$ cat config.mk
export PLATFORM = sky130hd
export DESIGN_NAME = apbspi_spi_slave
export DESIGN_NICKNAME = d
export VERILOG_FILES = /design/src/rtl/apbspi_pkg.sv /design/src/rtl/apbspi_sync_edge.sv /design/src/rtl/apbspi_spi_slave.sv
export SDC_FILE = /design/constraint.sdc
export NUM_CORES = 1
export LEC_CHECK = 0
export ABC_AREA = 1
export CAP_MARGIN = 25
export CORE_MARGIN = 5
export CORE_UTILIZATION = 43
export CTS_CLUSTER_SIZE = 28
export DETAILED_ROUTE_END_ITERATION = 8
export SYNTH_ARGS = -nofsm -noshare
export SYNTH_HDL_FRONTEND = slang
export SYNTH_SLANG_ARGS = --single-unit
$ cat constraint.sdc
create_clock -name pclk -period 1.8 [get_ports pclk]
set_clock_uncertainty 0.05 [all_clocks]
set_input_delay 0.45 -clock pclk [delete_from_list [all_inputs] [get_ports pclk]]
set_output_delay 0.45 -clock pclk [all_outputs]
set_load 0.005 [all_outputs]
$ cat src/rtl/apbspi_pkg.sv
// Shared types and constants for the apbspi SPI slave.
// Holds the slave FSM encoding and the default SPI word width.
package apbspi_pkg;

    typedef enum logic [0:0] {
        ST_IDLE   = 1'b0,
        ST_ACTIVE = 1'b1
    } spi_state_e;

    localparam int SPI_WORD_W = 32;

endpackage

$ cat src/rtl/apbspi_sync_edge.sv
// Multi-flop synchroniser for an asynchronous SPI control line.
// Adds rise/fall detection against one extra delay flop.
module apbspi_sync_edge #(
    parameter int   SYNC_STAGES = 2,
    parameter logic RST_VAL     = 1'b0
) (
    input  logic clk,
    input  logic rst_n,
    input  logic d,
    output logic rise,
    output logic fall
);

    logic [SYNC_STAGES-1:0] sync_r;
    logic                   dly_r;
    logic                   q_s;

    // Synchroniser chain plus the edge-reference delay flop
    always_ff @(posedge clk or negedge rst_n) begin
        if (!rst_n) begin
            sync_r <= {SYNC_STAGES{RST_VAL}};
            dly_r  <= RST_VAL;
        end else begin
            sync_r <= {sync_r[SYNC_STAGES-2:0], d};
            dly_r  <= sync_r[SYNC_STAGES-1];
        end
    end

    assign q_s  = sync_r[SYNC_STAGES-1];
    assign rise = q_s & ~dly_r;
    assign fall = ~q_s & dly_r;

endmodule

$ cat src/rtl/apbspi_spi_slave.sv
// Mode-0 SPI slave oversampled in the pclk domain, MSB-first words.
// TX words come from an inline FIFO; RX words go out on a valid/ready port.
module apbspi_spi_slave
    import apbspi_pkg::*;
#(
    parameter int DATA_WIDTH  = SPI_WORD_W,
    parameter int TX_DEPTH    = 4,
    parameter int SYNC_STAGES = 2
) (
    input  logic                  pclk,
    input  logic                  presetn,
    input  logic                  en,
    input  logic                  sclk_i,
    input  logic                  cs_n_i,
    input  logic                  mosi_i,
    output logic                  miso_o,
    output logic                  miso_oe_o,
    input  logic [DATA_WIDTH-1:0] tx_data,
    input  logic                  tx_valid,
    output logic                  tx_ready,
    output logic [DATA_WIDTH-1:0] rx_data,
    output logic                  rx_valid,
    input  logic                  rx_ready,
    output logic                  rx_overrun,
    output logic                  tx_underrun,
    output logic                  frame_err,
    output logic                  busy
);

    localparam int AW = $clog2(TX_DEPTH);
    localparam int CW = $clog2(DATA_WIDTH);
    localparam logic [CW-1:0] LAST_BIT = CW'(DATA_WIDTH - 1);

    spi_state_e              state_r, state_next_s;
    logic [CW-1:0]           cnt_r, cnt_next_s;
    logic                    word_seen_r, word_seen_next_s;
    logic [DATA_WIDTH-1:0]   tx_shift_r, tx_shift_next_s, tx_step_s, load_word_s;
    logic [DATA_WIDTH-1:0]   rx_shift_r, rx_shift_next_s, rx_word_s;
    logic                    load_s, complete_s, frame_err_s;
    logic                    sclk_rise_s, sclk_fall_s, cs_rise_s, cs_fall_s;
    logic [SYNC_STAGES-1:0]  mosi_sync_r;
    logic                    mosi_s;

    logic [AW:0]             wr_ptr_r, rd_ptr_r;
    logic [DATA_WIDTH-1:0]   fifo_mem_r [TX_DEPTH];
    logic                    fifo_empty_s, fifo_full_s, push_s, pop_s;

    logic                    miso_r, miso_oe_r;
    logic [DATA_WIDTH-1:0]   rx_data_r;
    logic                    rx_valid_r, rx_overrun_r, tx_underrun_r, frame_err_r;

    apbspi_sync_edge #(.SYNC_STAGES(SYNC_STAGES), .RST_VAL(1'b0)) u_sclk_sync (
        .clk   (pclk),
        .rst_n (presetn),
        .d     (sclk_i),
        .rise  (sclk_rise_s),
        .fall  (sclk_fall_s)
    );

    apbspi_sync_edge #(.SYNC_STAGES(SYNC_STAGES), .RST_VAL(1'b1)) u_cs_sync (
        .clk   (pclk),
        .rst_n (presetn),
        .d     (cs_n_i),
        .rise  (cs_rise_s),
        .fall  (cs_fall_s)
    );

    // mosi needs no edge detect, only the same synchroniser depth as sclk
    always_ff @(posedge pclk or negedge presetn) begin
        if (!presetn) begin
            mosi_sync_r <= {SYNC_STAGES{1'b0}};
        end else begin
            mosi_sync_r <= {mosi_sync_r[SYNC_STAGES-2:0], mosi_i};
        end
    end

    assign mosi_s = mosi_sync_r[SYNC_STAGES-1];

    assign fifo_empty_s = (wr_ptr_r == rd_ptr_r);
    assign fifo_full_s  = (wr_ptr_r[AW] != rd_ptr_r[AW]) &&
                          (wr_ptr_r[AW-1:0] == rd_ptr_r[AW-1:0]);
    assign push_s       = tx_valid & ~fifo_full_s;
    assign pop_s        = load_s & ~fifo_empty_s;
    assign load_word_s  = fifo_empty_s ? {DATA_WIDTH{1'b0}} : fifo_mem_r[rd_ptr_r[AW-1:0]];
    assign rx_word_s    = {rx_shift_r[DATA_WIDTH-2:0], mosi_s};

    // FSM state register
    always_ff @(posedge pclk or negedge presetn) begin
        if (!presetn) begin
            state_r <= ST_IDLE;
        end else begin
            state_r <= state_next_s;
        end
    end

    // Next-state and shift/count datapath decode
    always_comb begin
        state_next_s     = state_r;
        cnt_next_s       = cnt_r;
        word_seen_next_s = word_seen_r;
        rx_shift_next_s  = rx_shift_r;
        tx_step_s        = tx_shift_r;
        load_s           = 1'b0;
        complete_s       = 1'b0;
        frame_err_s      = 1'b0;
        case (state_r)
            ST_IDLE: begin
                if (en && cs_fall_s) begin
                    state_next_s     = ST_ACTIVE;
                    load_s           = 1'b1;
                    cnt_next_s       = '0;
                    word_seen_next_s = 1'b0;
                    rx_shift_next_s  = '0;
                end else begin
                    state_next_s = ST_IDLE;
                end
            end
            ST_ACTIVE: begin
                if (!en || cs_rise_s) begin
                    state_next_s = ST_IDLE;
                    frame_err_s  = (cnt_r != '0);
                    cnt_next_s   = '0;
                end else if (sclk_rise_s) begin
                    rx_shift_next_s = rx_word_s;
                    if (cnt_r == LAST_BIT) begin
                        cnt_next_s       = '0;
                        complete_s       = 1'b1;
                        word_seen_next_s = 1'b1;
                    end else begin
                        cnt_next_s = cnt_r + CW'(1);
                    end
                end else if (sclk_fall_s) begin
                    // Counter 0 on a fall means a word just finished: stream the next one
                    if (cnt_r != '0) begin
                        tx_step_s = {tx_shift_r[DATA_WIDTH-2:0], 1'b0};
                    end else if (word_seen_r) begin
                        load_s = 1'b1;
                    end else begin
                        load_s = 1'b0;
                    end
                end else begin
                    state_next_s = ST_ACTIVE;
                end
            end
            default: begin
                state_next_s = ST_IDLE;
            end
        endcase
        tx_shift_next_s = load_s ? load_word_s : tx_step_s;
    end

    // Shift registers, bit counter and registered pin/pulse outputs
    always_ff @(posedge pclk or negedge presetn) begin
        if (!presetn) begin
            cnt_r         <= '0;
            word_seen_r   <= 1'b0;
            tx_shift_r    <= '0;
            rx_shift_r    <= '0;
            miso_r        <= 1'b0;
            miso_oe_r     <= 1'b0;
            tx_underrun_r <= 1'b0;
            frame_err_r   <= 1'b0;
        end else begin
            cnt_r         <= cnt_next_s;
            word_seen_r   <= word_seen_next_s;
            tx_shift_r    <= tx_shift_next_s;
            rx_shift_r    <= rx_shift_next_s;
            miso_r        <= (state_next_s == ST_ACTIVE) ? tx_shift_next_s[DATA_WIDTH-1] : 1'b0;
            miso_oe_r     <= (state_next_s == ST_ACTIVE);
            tx_underrun_r <= load_s & fifo_empty_s;
            frame_err_r   <= frame_err_s;
        end
    end

    // RX hold register: a completed word is dropped only if the old one is still pending
    always_ff @(posedge pclk or negedge presetn) begin
        if (!presetn) begin
            rx_data_r    <= '0;
            rx_valid_r   <= 1'b0;
            rx_overrun_r <= 1'b0;
        end else begin
            rx_overrun_r <= 1'b0;
            if (complete_s) begin
                if (!rx_valid_r || rx_ready) begin
                    rx_data_r  <= rx_word_s;
                    rx_valid_r <= 1'b1;
                end else begin
                    rx_overrun_r <= 1'b1;
                end
            end else if (rx_valid_r && rx_ready) begin
                rx_valid_r <= 1'b0;
            end else begin
                rx_valid_r <= rx_valid_r;
            end
        end
    end

    // TX FIFO pointers, with one extra wrap bit to separate full from empty
    always_ff @(posedge pclk or negedge presetn) begin
        if (!presetn) begin
            wr_ptr_r <= '0;
            rd_ptr_r <= '0;
        end else begin
            if (push_s) begin
                wr_ptr_r <= wr_ptr_r + (AW+1)'(1);
            end
            if (pop_s) begin
                rd_ptr_r <= rd_ptr_r + (AW+1)'(1);
            end
        end
    end

    // TX FIFO storage
    always_ff @(posedge pclk or negedge presetn) begin
        if (!presetn) begin
            for (int i = 0; i < TX_DEPTH; i++) begin
                fifo_mem_r[i] <= '0;
            end
        end else if (push_s) begin
            fifo_mem_r[wr_ptr_r[AW-1:0]] <= tx_data;
        end
    end

    assign miso_o      = miso_r;
    assign miso_oe_o   = miso_oe_r;
    assign tx_ready    = ~fifo_full_s;
    assign rx_data     = rx_data_r;
    assign rx_valid    = rx_valid_r;
    assign rx_overrun  = rx_overrun_r;
    assign tx_underrun = tx_underrun_r;
    assign frame_err   = frame_err_r;
    assign busy        = (state_r == ST_ACTIVE);

endmodule

======== Word level (Yosys, flattened, before mapping) ========
Cells that the tools add are included.
word-level totals
  bits of input ports ..................... 40
  word-level logic and storage cells ...... 124
  bits in registers ....................... 249
cells by class
  reductions and logical operators ........ 19
  equal/unequal tests ..................... 12
  bitwise logic cells ..................... 16
  $add $sub $neg .......................... 3
  muxes and demuxes ....................... 48
  $lt $le $gt $ge ......................... 3
operators by type and width
  cell                                                              count
  32-bit 2-to-1 mux                                                 10
  128-bit bitwise mux                                               1
  31-bit 2-to-1 mux                                                 3
  32-bit binary-select mux with 2-bit select                        1
  32-bit demux with 2-bit select                                    1
  31-bit one-hot mux with 2 select lines                            1
  1-bit 2-to-1 mux                                                  23
  5-bit 2-to-1 mux                                                  4
  2-bit != test (second input constant)                             5
  5-bit one-hot mux with 2 select lines                             1
  2-bit nonzero test                                                4
  1-bit AND                                                         7
  1-bit NOT                                                         7
  3-bit by 1-bit adder with 3-bit output (second input constant)    2
  3-bit greater-or-equal comparator (second input constant)         2
  2-bit NOT with 3-bit output                                       2
  1-bit one-hot mux with 2 select lines                             3
  2-bit AND reduction                                               3
  5-bit by 1-bit adder with 5-bit output (second input constant)    1
  5-bit equality test (second input constant)                       1
  5-bit AND reduction                                               1
  5-bit nonzero test                                                1
  1-bit logical AND                                                 4
  2-bit by 1-bit != test with 1-bit output (second input constant)  2
  other kinds (9)                                                   11

======== Depth between registers and ports, before layout ========
  depth after elaboration ................. 8
  mapped depth ............................ 11

======== Hierarchy ========
From an unflattened synthesis, not the netlist that was laid out.
unflattened totals
  cells, all modules ...................... 1377
  area total of the unflattened synthesis .. 11105.7 µm²
by module, submodules not included
  module                           sequential area each (µm²)  cells an instance  area each (µm²)  instances
  apbspi_spi_slave                 6080.8                      1363               10921.7          1
  apbspi_sync_edge at u_cs_sync    78.8                        7                  93.8             1
  apbspi_sync_edge at u_sclk_sync  75.1                        7                  90.1             1

======== Least setup slack after synthesis ========
OpenSTA, ideal clock, no wires.
  path type ............................... flip-flop to flip-flop
  start ................................... reg cnt_r[0]
  end ..................................... reg rx_data_r[10], in the netlist rx_data[10]
  cell stages (with the launch flop) ...... 11
  buffers on the path ..................... 1
  path slack .............................. 0.137 ns
  required time ........................... 1.620 ns
  data arrival time ....................... 1.483 ns
  clock period less this slack ............ 1.663 ns
  path through ............................ dfrtp_1 -> ha_1 -> nand2_1 -> nor2_1 -> ha_1 -> nand2_1 -> nor2_1 -> nand3_2 -> clkbuf_1 -> nand2_1 -> o21ai_0
on the way
  word-level cells in the longest chain between the ends .. 6
RTL lines
  element                               line                     RTL
  from (decl)                           apbspi_spi_slave.sv:35   logic [CW-1:0] cnt_r, cnt_next_s;
  from (signal assigned)                apbspi_spi_slave.sv:164  cnt_r <= cnt_next_s;
  5-bit equality test                   apbspi_spi_slave.sv:125  if (cnt_r == LAST_BIT) begin
  1-bit 2-to-1 mux                      apbspi_spi_slave.sv:125
  1-bit 2-to-1 mux                      apbspi_spi_slave.sv:123  end else if (sclk_rise_s) begin
  1-bit 2-to-1 mux                      apbspi_spi_slave.sv:119  if (!en || cs_rise_s) begin
  1-bit 2-to-1 mux                      apbspi_spi_slave.sv:106  case (state_r)
  2-bit AND reduction (no source line)  --
  to (signal assigned)                  apbspi_spi_slave.sv:185  rx_data_r <= rx_word_s;
  to (decl)                             apbspi_spi_slave.sv:49   logic [DATA_WIDTH-1:0] rx_data_r;
Every way passes these cells.
A chain may end at the register's enable or synchronous reset.

======== Worst setup path in the final report ========
  start ................................... reg rd_ptr_r[1]
  end ..................................... out tx_ready
on the way
  word-level cells in the longest chain between the ends .. 3
RTL lines
  element                 line                     RTL
  from (decl)             apbspi_spi_slave.sv:44   logic [AW:0] wr_ptr_r, rd_ptr_r;
  from (signal assigned)  apbspi_spi_slave.sv:208  rd_ptr_r <= rd_ptr_r + (AW+1)'(1);
  2-bit equality test     apbspi_spi_slave.sv:81   (wr_ptr_r[AW-1:0] == rd_ptr_r[AW-1:0]);
  1-bit logical AND       apbspi_spi_slave.sv:80   assign fifo_full_s = (wr_ptr_r[AW] != rd_ptr_r[AW]) &&
  1-bit NOT               apbspi_spi_slave.sv:226  assign tx_ready = ~fifo_full_s;
  to (decl)               apbspi_spi_slave.sv:20   output logic tx_ready,
Every way passes these cells.

==> run_results.csv <==
group,metric,value,unit
sta,maxSlewViolCount,0,
logic_synthesis,synth_fa_ha_area_frac,0.00929,
route,first_pass_iters,5,
floorplan,placeableCoreArea,25000,sq um
global_route,maximum_number_of_pins_on_one_net_before_global_route_repair,65,
cts,htree_num_levels,1,
run,timing.max_cap.violations,0,
sta,setup_viol_count_final,28,
route,antenna_violating_nets_post_route,0,
cts,cts.sinks,249,
logic_synthesis,post_synth_simple_gate_area,0.219,
worst_setup_path,critical_path.cell_chain,"xnor2_4 -> nand3_4 -> buf_6",
status,status,"complete, but fails checks",
worst_hold_path,worstHoldPathCells,1,
route,drc,0,
logic_synthesis,largest_family_of_logic_cells_by_synthesized_area,"simple AND/OR/NAND/NOR gates",
logic_synthesis,yosysWarningCount,0,
worst_setup_path,path_type_of_the_worst_setup_path,"reg2out",
layout,layout.area.seq,6240,sq um
layout,layoutNonFillerInstCount,1723,
logic_synthesis,synthesis_stage_register_bit_count,249,
power_and_ir_drop,fin_total_pwr,0.0223,W
sta,fmaxAchievable,527,MHz
cts,clk_root_buffer_cell,"clkbuf_16",
cts,clock_latency,0.53,ns
worst_setup_path,critical_path.reg2reg.endpoint,"rx_data[29]",
route,avgRoutedWirePerCell,15.6,microns
layout,layout-drive-gt1-share,0.202,
worst_hold_path,holdCritStartpoint,"cs_n_i",
logic_synthesis,post_synth_inst_count,1245,
place,placement.io_buffers,79,
layout,area_delta_synth_final,34.0,%
route,avgViaCountPerCell,4.97,
power_and_ir_drop,power.leakage,7.35,nW
floorplan,ioPinCount,80,
global_route,antenna_found_initial,0,
power_and_ir_drop,worst_ir_drop_vdd,0.000823,V
sta,setup_slack_after_layout,-0.0968,ns
cts,cts_tree,"done",
worst_setup_path,arrival,1.40,ns
layout,multi_input_comb_area,4420,sq um
place,placedCellCount,1647,
worst_setup_path,timing.reg2reg.setup_slack,-0.09,ns
logic_synthesis,part_of_the_yosys_area_used_for_sequential_elements,0.578,
floorplan,die_x,168,microns
logic_synthesis,synth.lib_cells_used.distinct,32,
worst_setup_path,critical_path.max_fanout,2,
logic_synthesis,mux_contribution_to_synthesized_area,0,
layout,n_fill_cell,2230,
worst_hold_path,worstHoldEndpoint,"u_cs_sync.sync_r[0]",
logic_synthesis,post_synth_xor_area_fraction,0.00627,
sta,rsz0062_at_grt,"true",
cts,tritoncts.num_buffers,27,
worst_setup_path,worst_setup_path_end_kind,"output pin",
floorplan,fp.dieArea,28300,sq um
worst_setup_path,ff2ff_path_depth,9,
logic_synthesis,synth_compound_gate_area_share,0.112,
status,failed_checks,"setup timing",
power_and_ir_drop,power-per-cell-area,1540,nW/um^2
floorplan,floorplan.rows,58,
global_route,grt.total_usage,0.182,
global_route,wire_length_of_the_first_global_routing_pass,43200,microns
sta,slew_headroom,0.670,
worst_hold_path,worstHoldPathType,"in2reg",
layout,antenna_cells,0,
place,routabilityCongestion,0.795,
floorplan,die-height,168,microns
worst_setup_path,cp_slowest_cell,"dfrtp_2",
sta,worst_slew_pin_slew,0.490,ns
logic_synthesis,synth_net_count,1293,
place,dp_hpwl,15700,microns
worst_setup_path,r2r-start,"cnt_r[1]",
layout,final_net_count,1422,
global_route,grt_pass1_vias,8442,
route,wirelength,26900,microns
sta,layout_min_cycle_time,1.90,ns
logic_synthesis,synth.avg_cell_area,8.66,sq um
global_route,grt_overflow_total,0,
worst_setup_path,cp_slowest_stage_delay,0.46,ns
logic_synthesis,synthesis.area,10800,sq um
floorplan,initial_core_util,0.432,
route,drt_first_iter_violations,547,
cts,ctsLongestPathBuffers,3,
sta,report.final.hold_viol_count,0,
cts,clk_pin_slew,0.06,ns
sta,finalCritPeriodShare,1.05,
worst_setup_path,crit_required,1.30,ns
route,detailed_route_via_count,8559,
worst_setup_path,critical_path.startpoint_type,"flip-flop",
-- cell families (layout without fill, tap and decap cells) --
kind of cell,count (synthesis),count (layout)
and+or+nand+nor,584,584
DFF,249,249
xor gates and xnor gates,6,6
buffers and inverters,166,314
AOI/OAI and AO/OA,232,232
adders and majority gates,8,8
-- Yosys cell counts, drive strengths merged --
cell type / count / area share
o22ai: 32 / 0.019
nand2: 489 / 0.17
a32o: 1 / 0.00093
dfstp: 3 / 0.0073
inv: 97 / 0.034
o21ai: 163 / 0.076
ha: 8 / 0.0093
o211ai: 1 / 0.00070
clkbuf: 27 / 0.0094
xnor2: 4 / 0.0046
nand4: 1 / 0.00058
o21bai: 1 / 0.00070
nor3: 1 / 0.00046
nand3: 43 / 0.022
dfrtp: 246 / 0.57
clkinv: 1 / 0.00035
buf: 41 / 0.031
xor2: 2 / 0.0016
a21oi: 34 / 0.016
nor2: 50 / 0.024
-- report_power, final --
part / internal, W / switching (W) / total (W)
Combinational: 0.00325 / 0.00468 / 0.00793
Clock: 0.00381 / 0.00224 / 0.00605
Sequential: 0.00741 / 0.000874 / 0.00829
Total: 0.0145 / 0.00779 / 0.0223
-- layout make-up --
cell class	instances	area share
sequential	249	0.432
inverter	98	0.0266
clock inverter	12	0.0152
tap	330	0.0286
timing repair buffer	168	0.139
clock buffer	36	0.0526
multi-input combinational	830	0.306
-- critical path: cells and delay by family, from the launching register on --
kind          cells  cell delay, ns
xor+xnor          1            0.20
buf+inv           1            0.13
simple gates      1            0.09
flops             1            0.46
-- cells in the final DEF, fill, tap and decap left out, types with 6 or more instances in the layout --
| master | n |
|---|---|
| a21oi_1 | 34 |
| buf_12 | 28 |
| buf_4 | 42 |
| buf_6 | 6 |
| bufinv_16 | 6 |
| clkbuf_16 | 34 |
| clkdlybuf4s50_1 | 38 |
| dfrtp_1 | 243 |
| dlygate4sd2_1 | 39 |
| inv_1 | 91 |
| nand2_1 | 419 |
| nand2_2 | 23 |
| nand2_4 | 46 |
| nand3_1 | 10 |
| nand3_2 | 30 |
| nor2_1 | 41 |
| o21ai_0 | 105 |
| o21ai_1 | 43 |
| o21ai_2 | 15 |
| o22ai_1 | 32 |
-- routing by layer --
| metal | GRT usage | up-vias | wire length (microns) |
|---|---|---|---|
| met5 | 0 | - | 0 |
| met4 | 0.0402 | 0 | 597 |
| met3 | 0.0242 | 44 | 1130 |
| met2 | 0.301 | 172 | 13000 |
| met1 | 0.257 | 4133 | 12200 |
| li1 | - | 4210 | - |
-- worst max path at each step --
stage	from	endpoint	slack [ns]	cells after the start
global placement	en	rd_ptr_r[1]	-0.21	9
floorplan	cnt_r[0]	rx_data[10]	0.14	10
finish	rd_ptr_r[1]	tx_ready	-0.1	3
CTS	wr_ptr_r[2]	tx_ready	-0.12	4
detailed placement	en	tx_shift_r[14]	-0.21	10
global route	cnt_r[0]	rx_data[29]	-0.21	9
-- repair_timing --
| item | 4_1_cts | 5_1_grt |
|---|---|---|
| resized for setup | 46 | 220 |
| gates cloned | 2 | 11 |
| pin swaps | 3 | 22 |
| hold endpoints to repair | 35 | 0 |
| endpoints found under the setup margin | 42 | 191 |
| hold buffers | 1 | 0 |
| setup buffers | 10 | 5 |
-- flip-flops by register name (all words and copies together) (netlist names), 2 cells and up --
| signal | cells |
|---|---|
| rx_data | 32 |
| wr_ptr_r | 3 |
| u_cs_sync.sync_r | 2 |
| u_sclk_sync.sync_r | 2 |
| tx_shift_r | 32 |
| rx_shift_r | 31 |
| cnt_r | 5 |
| mosi_sync_r | 2 |
| fifo_mem_r | 128 |
| rd_ptr_r | 3 |
-- per-stage QoR --
| step | area (sq um) | hold WS, ns | setup TNS [ns] | util | setup slack (ns) |
|---|---|---|---|---|---|
| 2_1_floorplan | 10800 | 0.104 | 0 | - | 0.137 |
| 4_1_cts | 13400 | 0.270 | -0.125 | 0.538 | -0.125 |
| 3_3_place_gp | 12400 | 0.282 | -15.23 | 0.495 | -0.212 |
| 6_report | 14400 | 0.291 | -0.752 | 0.578 | -0.0968 |
| 5_1_grt | 14400 | 0.271 | -7.05 | 0.578 | -0.206 |
| 3_5_place_dp | 12400 | 0.289 | -14.72 | 0.495 | -0.211 |
No activity file was read; power rests on OpenSTA's default activity.
